## src/rtl/mips_pkg.sv

```systemverilog
// Shared encodings for the MIPS pipeline hazard/forwarding logic.
// Latency: n/a (constants and types only).
// Backpressure: n/a.
//
// Contents: forward-select encodings, MDU busy FSM state type, register $0.
package mips_pkg;

  // EX-stage source mux selects
  localparam logic [1:0] FWD_REGF = 2'b00;  // operand from register file
  localparam logic [1:0] FWD_WB   = 2'b01;  // operand from result_W
  localparam logic [1:0] FWD_MEM  = 2'b10;  // operand from aluout_M

  localparam logic [4:0] REG_ZERO = 5'd0;

  typedef enum logic {
    MDU_IDLE = 1'b0,
    MDU_BUSY = 1'b1
  } mdu_state_e;

endpackage

```

## src/rtl/mdu_busy_ctr.sv

```systemverilog
// MDU occupancy tracker: IDLE/BUSY FSM with a countdown of MDU_LATENCY cycles.
// Latency: busy rises the cycle after start; done pulses on the last BUSY cycle.
// Backpressure: none; start while BUSY is ignored (upstream stall logic prevents it).
//
// Ports:
//   clk, reset   - rising-edge clock, synchronous active-high reset
//   start        - EX holds a mult/div this cycle
//   busy         - FSM is in BUSY
//   done         - last BUSY cycle (cnt == 0)
module mdu_busy_ctr
  import mips_pkg::*;
#(
  parameter int MDU_LATENCY = 32,
  parameter int CNT_W       = 8
) (
  input  logic clk,
  input  logic reset,
  input  logic start,
  output logic busy,
  output logic done
);

  // Count runs MDU_LATENCY-1 down to 0, giving exactly MDU_LATENCY BUSY cycles.
  localparam logic [CNT_W-1:0] CNT_LOAD = CNT_W'(MDU_LATENCY - 1);

  mdu_state_e       state_q, state_d;
  logic [CNT_W-1:0] cnt_q, cnt_d;

  always_ff @(posedge clk) begin
    if (reset) begin
      state_q <= MDU_IDLE;
      cnt_q   <= '0;
    end else begin
      state_q <= state_d;
      cnt_q   <= cnt_d;
    end
  end

  always_comb begin
    state_d = state_q;
    cnt_d   = cnt_q;
    case (state_q)
      MDU_IDLE: begin
        if (start) begin
          state_d = MDU_BUSY;
          cnt_d   = CNT_LOAD;
        end
      end
      MDU_BUSY: begin
        // A start seen here is deliberately not honoured: no restart of the count.
        if (cnt_q != '0) begin
          cnt_d = cnt_q - CNT_W'(1);
        end else begin
          state_d = MDU_IDLE;
        end
      end
      default: begin
        state_d = MDU_IDLE;
        cnt_d   = '0;
      end
    endcase
  end

  assign busy = (state_q == MDU_BUSY);
  assign done = busy && (cnt_q == '0);

endmodule

```

## src/rtl/hazard_unit.sv

```systemverilog
// Hazard/forwarding controller for the 5-stage MIPS pipeline (forward selects, stall/flush).
// Latency: forwarding and stall/flush are combinational; MDU busy/done are registered state.
// Backpressure: stall_F/stall_D hold IF/ID and flush_E bubbles EX on load-use, branch or MDU hazards.
//
// Ports: rs/rt per stage, writereg/regwrite/memtoreg per stage, branch_D, mdu_use_D, mdu_start_E in;
//        forward_a/b_E (2b), forward_a/b_D (1b), stall_F, stall_D, flush_E, mdu_busy, mdu_done out.
// Optional: define HAZARD_STATS_EN to add saturating stall_cnt / fwd_cnt outputs.
module hazard_unit
  import mips_pkg::*;
#(
  parameter int MDU_LATENCY = 32,
  parameter int CNT_W       = 8
) (
  input  logic       clk,
  input  logic       reset,
  input  logic [4:0] rs_D,
  input  logic [4:0] rt_D,
  input  logic [4:0] rs_E,
  input  logic [4:0] rt_E,
  input  logic [4:0] writereg_E,
  input  logic [4:0] writereg_M,
  input  logic [4:0] writereg_W,
  input  logic       regwrite_E,
  input  logic       regwrite_M,
  input  logic       regwrite_W,
  input  logic       memtoreg_E,
  input  logic       memtoreg_M,
  input  logic       branch_D,
  input  logic       mdu_use_D,
  input  logic       mdu_start_E,
  output logic [1:0] forward_a_E,
  output logic [1:0] forward_b_E,
  output logic       forward_a_D,
  output logic       forward_b_D,
  output logic       stall_F,
  output logic       stall_D,
  output logic       flush_E,
  output logic       mdu_busy,
  output logic       mdu_done
`ifdef HAZARD_STATS_EN
  ,
  output logic [31:0] stall_cnt,
  output logic [31:0] fwd_cnt
`endif
);

  // M has priority over W: it holds the younger value of the register.
  function automatic logic [1:0] fwd_sel(input logic [4:0] src);
    if (src != REG_ZERO && regwrite_M && writereg_M == src)      fwd_sel = FWD_MEM;
    else if (src != REG_ZERO && regwrite_W && writereg_W == src) fwd_sel = FWD_WB;
    else                                                         fwd_sel = FWD_REGF;
  endfunction

  logic lwstall, branchstall, mdustall, stall;
  logic e_hits_d, m_hits_d;

  assign forward_a_E = fwd_sel(rs_E);
  assign forward_b_E = fwd_sel(rt_E);

  // Branch compare in ID can only reach aluout_M; older values come via the regfile.
  assign forward_a_D = (rs_D != REG_ZERO) && regwrite_M && (writereg_M == rs_D);
  assign forward_b_D = (rt_D != REG_ZERO) && regwrite_M && (writereg_M == rt_D);

  assign e_hits_d = (writereg_E != REG_ZERO) && ((writereg_E == rs_D) || (writereg_E == rt_D));
  assign m_hits_d = (writereg_M != REG_ZERO) && ((writereg_M == rs_D) || (writereg_M == rt_D));

  assign lwstall     = memtoreg_E && e_hits_d;
  // Branch waits for an ALU result still in EX, or a load result not yet out of M.
  assign branchstall = branch_D && ((regwrite_E && e_hits_d) || (memtoreg_M && m_hits_d));
  // The in-flight start counts too: busy only rises on the following edge.
  assign mdustall    = mdu_use_D && (mdu_busy || mdu_start_E);

  assign stall   = lwstall | branchstall | mdustall;
  assign stall_F = stall;
  assign stall_D = stall;
  assign flush_E = stall;

  mdu_busy_ctr #(
    .MDU_LATENCY (MDU_LATENCY),
    .CNT_W       (CNT_W)
  ) u_mdu_busy_ctr (
    .clk   (clk),
    .reset (reset),
    .start (mdu_start_E),
    .busy  (mdu_busy),
    .done  (mdu_done)
  );

`ifdef HAZARD_STATS_EN
  always_ff @(posedge clk) begin
    if (reset) begin
      stall_cnt <= '0;
      fwd_cnt   <= '0;
    end else begin
      if (stall_D && stall_cnt != 32'hFFFF_FFFF) begin
        stall_cnt <= stall_cnt + 32'd1;
      end
      if ((forward_a_E != FWD_REGF || forward_b_E != FWD_REGF) && fwd_cnt != 32'hFFFF_FFFF) begin
        fwd_cnt <= fwd_cnt + 32'd1;
      end
    end
  end
`endif

endmodule

```

## config.mk

```make
export PLATFORM = sky130hd
export DESIGN_NAME = hazard_unit
export DESIGN_NICKNAME = d
export VERILOG_FILES = /design/src/rtl/mips_pkg.sv /design/src/rtl/mdu_busy_ctr.sv /design/src/rtl/hazard_unit.sv
export SDC_FILE = /design/constraint.sdc
export NUM_CORES = 1
export LEC_CHECK = 0
export CORE_UTILIZATION = 35
export DETAILED_ROUTE_END_ITERATION = 7
export GPL_ROUTABILITY_DRIVEN = 0
export PLACE_DENSITY_LB_ADDON = 0.08
export SYNTH_ARGS = -nofsm -noshare
export SYNTH_HDL_FRONTEND = slang
export SYNTH_HIERARCHICAL = 1
export SYNTH_SLANG_ARGS = --single-unit
```

## constraint.sdc

```tcl
create_clock -name clk -period 2.3 [get_ports clk]
set_clock_uncertainty 0.15 [all_clocks]
set_input_delay 0.23 -clock clk [delete_from_list [all_inputs] [get_ports clk]]
set_output_delay 0.23 -clock clk [all_outputs]
set_load 0.05 [all_outputs]
```

==> reports/qor.yml <==
global_route:
  grt_pass1_vias: 1212
  grtUsageMet1: 0.248
  grt_overflow_total: 0
  antenna_found_initial: 0
  use_met2: 0.360
  grt_busiest_layer: "met2"
  grt_max_degree: 13
  grt_pass1_wl_um: 5380
  grtUsageTotal: 0.200
  met3_usage: 0.0546
run_status:
  outcome: "finished, final reports clean"
floorplanning:
  die-area_um2: 3490
  start_util: 0.370
  coreArea_um2: 3080
  floorplan.die.width_um: 59.0
  ioPinCount: 56
  rows: 20
  fp.dieH_um: 59.0
detailed_routing:
  vias: 1293
  drc: 0
  routed_wl_um: 3470
  viasPerCell: 5.05
  first_pass_iters: 4
  dr.first_iter.drc_count: 50
  ant_nets: 0
  wl_per_cell_um: 13.5
worst_setup_path:
  crit_path_cell_trace: "clkdlybuf4s50_1, or4_4, nor2_4, nor4_4, nor4_4, buf_12"
  ff2ff_path_depth: 6
  crit_path_end_kind: "output pin"
  startpoint_type: "primary input"
  crit_arrival_ps: 1890
  reg2reg_slack_ps: 480
  crit_fanout: 2
  required_ps: 1920
  r2r_end: "u_mdu_busy_ctr/cnt_q[5]"
  crit_type: "primary input to output pin"
  slowest_stage: "or4_4"
  crit_path_max_incr_delay_ps: 540
  regToRegStartpoint: "u_mdu_busy_ctr/cnt_q[0]"
  cp_num_buf_inv: 2
  cp_common_cell: "nor4_4"
  cp_top_family: "simple AND/OR/NAND/NOR gates"
placed_design:
  hpwl_um: 2900
  portBuffers: 55
  post-place-ws_ps: -17.9
  placed_area_um2: 2030
layout:
  area_growth_pct: 83.1
  fin_area_um2: 2080
  num_antenna_cells: 0
  multi_input_area_um2: 958
  layout-drive-gt1-share: 0.264
  regArea_um2: 180
  num-fill-cells: 280
  final_nets: 260
sta:
  fmax_ghz: 0.440
  finalHoldViolCount: 0
  worst_pin_slew_ps: 490
  setup_viol: 0
  slew_viol_final: 0
  setup_slack_ps: 29.2
  min_period_ps: 2270
  period_share: 0.987
  slew_headroom: 0.672
clocking:
  cts_max_level: 1
  clock_path_buffers: 2
  holdBufCountCts: 0
  post_cts_buffers: 0
  cts_tree: "built"
  insertion_delay_ps: 260
  cts.sinks: 9
  cts_buffers: 3
  clk_pin_slew_ps: 60
  cts_root_buf: "clkbuf_4"
hold_path:
  hold_class: "flip-flop to flip-flop"
  whs_endpoint: "u_mdu_busy_ctr/cnt_q[0]"
  hp-start: "u_mdu_busy_ctr/cnt_q[0]"
  hold_depth: 1
synth:
  synth_edf_count: 0
  synth.cell_area_um2: 1140
  ys_types: 38
  yosysMostFrequentCell: "xnor2_1"
  yosysWarningCount: 6
  synth.avg_cell_area_um2: 8.43
  synth_area_leader_cell: "xnor2_1"
  synthTopCellsByArea: "xnor2_1, dfxtp_1, xor2_1"
  yosysSeqAreaShare: 0.158
  ys_async_sr_fraction: 0
  synth-seq-cells: 9
  ys_top_cells_by_count: "xnor2_1, xor2_1, dfxtp_1, nor2_1, nor3_1"
  synth_fp_nets: 182
  yosys.area.top_type_share: 0.208
  synth_flop_cell: "dfxtp_1"
  syn_inst: 135
run:
  maxCapViolCount: 0
power_and_ir_drop:
  p_leak_nw: 0.837
  power_density_nw_per_um2: 347
  ir_worst_vdd_v: 0.000280
## cell type report
class,instances,share of cell area
Tap cell,44,0.0264
Timing Repair Buffer,81,0.408
Clock buffer,4,0.0126
Sequential cell,9,0.0864
Inverter,4,0.00720
Multi-Input combinational cell,114,0.460
## worst max path at each step
stage                        startpoint             end  slack [ps]  cells past startpoint
after floorplan                 rs_D[4]         stall_D          10                      6
after global placement          rs_D[0]         flush_E         -20                      8
after detailed placement        rs_D[4]         flush_E         -20                      8
after CTS                 writereg_E[2]         flush_E           4                      8
after global routing            rt_E[4]  forward_b_E[0]         -10                      6
final                           rt_E[4]  forward_b_E[0]          30                      6
## worst register-to-register path: stages (launching register included)
cell	delay (ps)
dfxtp_1	370
inv_1	80
ha_1	200
and4bb_4	230
a21o_1	220
o41ai_1	340
a21boi_1	100
## per-stage QoR
stage               setup TNS, ps  hold slack (ps)  instances   util  power (mW)
floorplan                       0              152        135      -       0.408
global placement            -48.9              345        252  0.659       0.592
detailed placement          -51.5              361        252  0.659       0.603
CTS                             0              369        256  0.667       0.725
global route                -14.8              407        256  0.677       0.768
finish                          0              365        256  0.677       0.723
## per-layer routing
metal	wire (um)	share of wire
met1	1430	0.41
met2	1790	0.52
met3	250	0.072
met4	0	0
met5	0	0
## placed cells by master, fill, tap and decap left out, types with 3 or more instances in the layout
cell type,n
nand3_1,3
nand4_1,4
clkbuf_4,3
clkdlybuf4s50_1,34
dfxtp_1,9
nor3_2,3
a21oi_1,5
buf_12,9
dlymetal6s2s_1,8
xor2_1,14
buf_4,27
dlygate4sd2_1,3
nor2_1,8
nand2_1,7
nor3_1,5
nor4_4,5
a311oi_1,3
xnor2_1,27
inv_1,4
## what timing repair did
item | CTS | global route
pin swaps | 0 | 9
resized for setup | 4 | 10
setup endpoints to repair | 3 | 5
## kinds of logic after synthesis
group           synth area share
simple gates               0.316
xor+xnor                   0.315
compound gates             0.137
buf+inv                   0.0505
flops                      0.158
fa+ha+maj                 0.0220
## power by group
group	total, mW	internal, mW	switching (mW)
Clock	0.123	0.0669	0.0560
Sequential	0.198	0.172	0.0254
Combinational	0.402	0.216	0.186
## registers in the layout, summed over array words and instances (netlist names)
signal and cells:
u_mdu_busy_ctr/cnt_q 8, u_mdu_busy_ctr/busy 1
(Power assumes the default switching activity.)
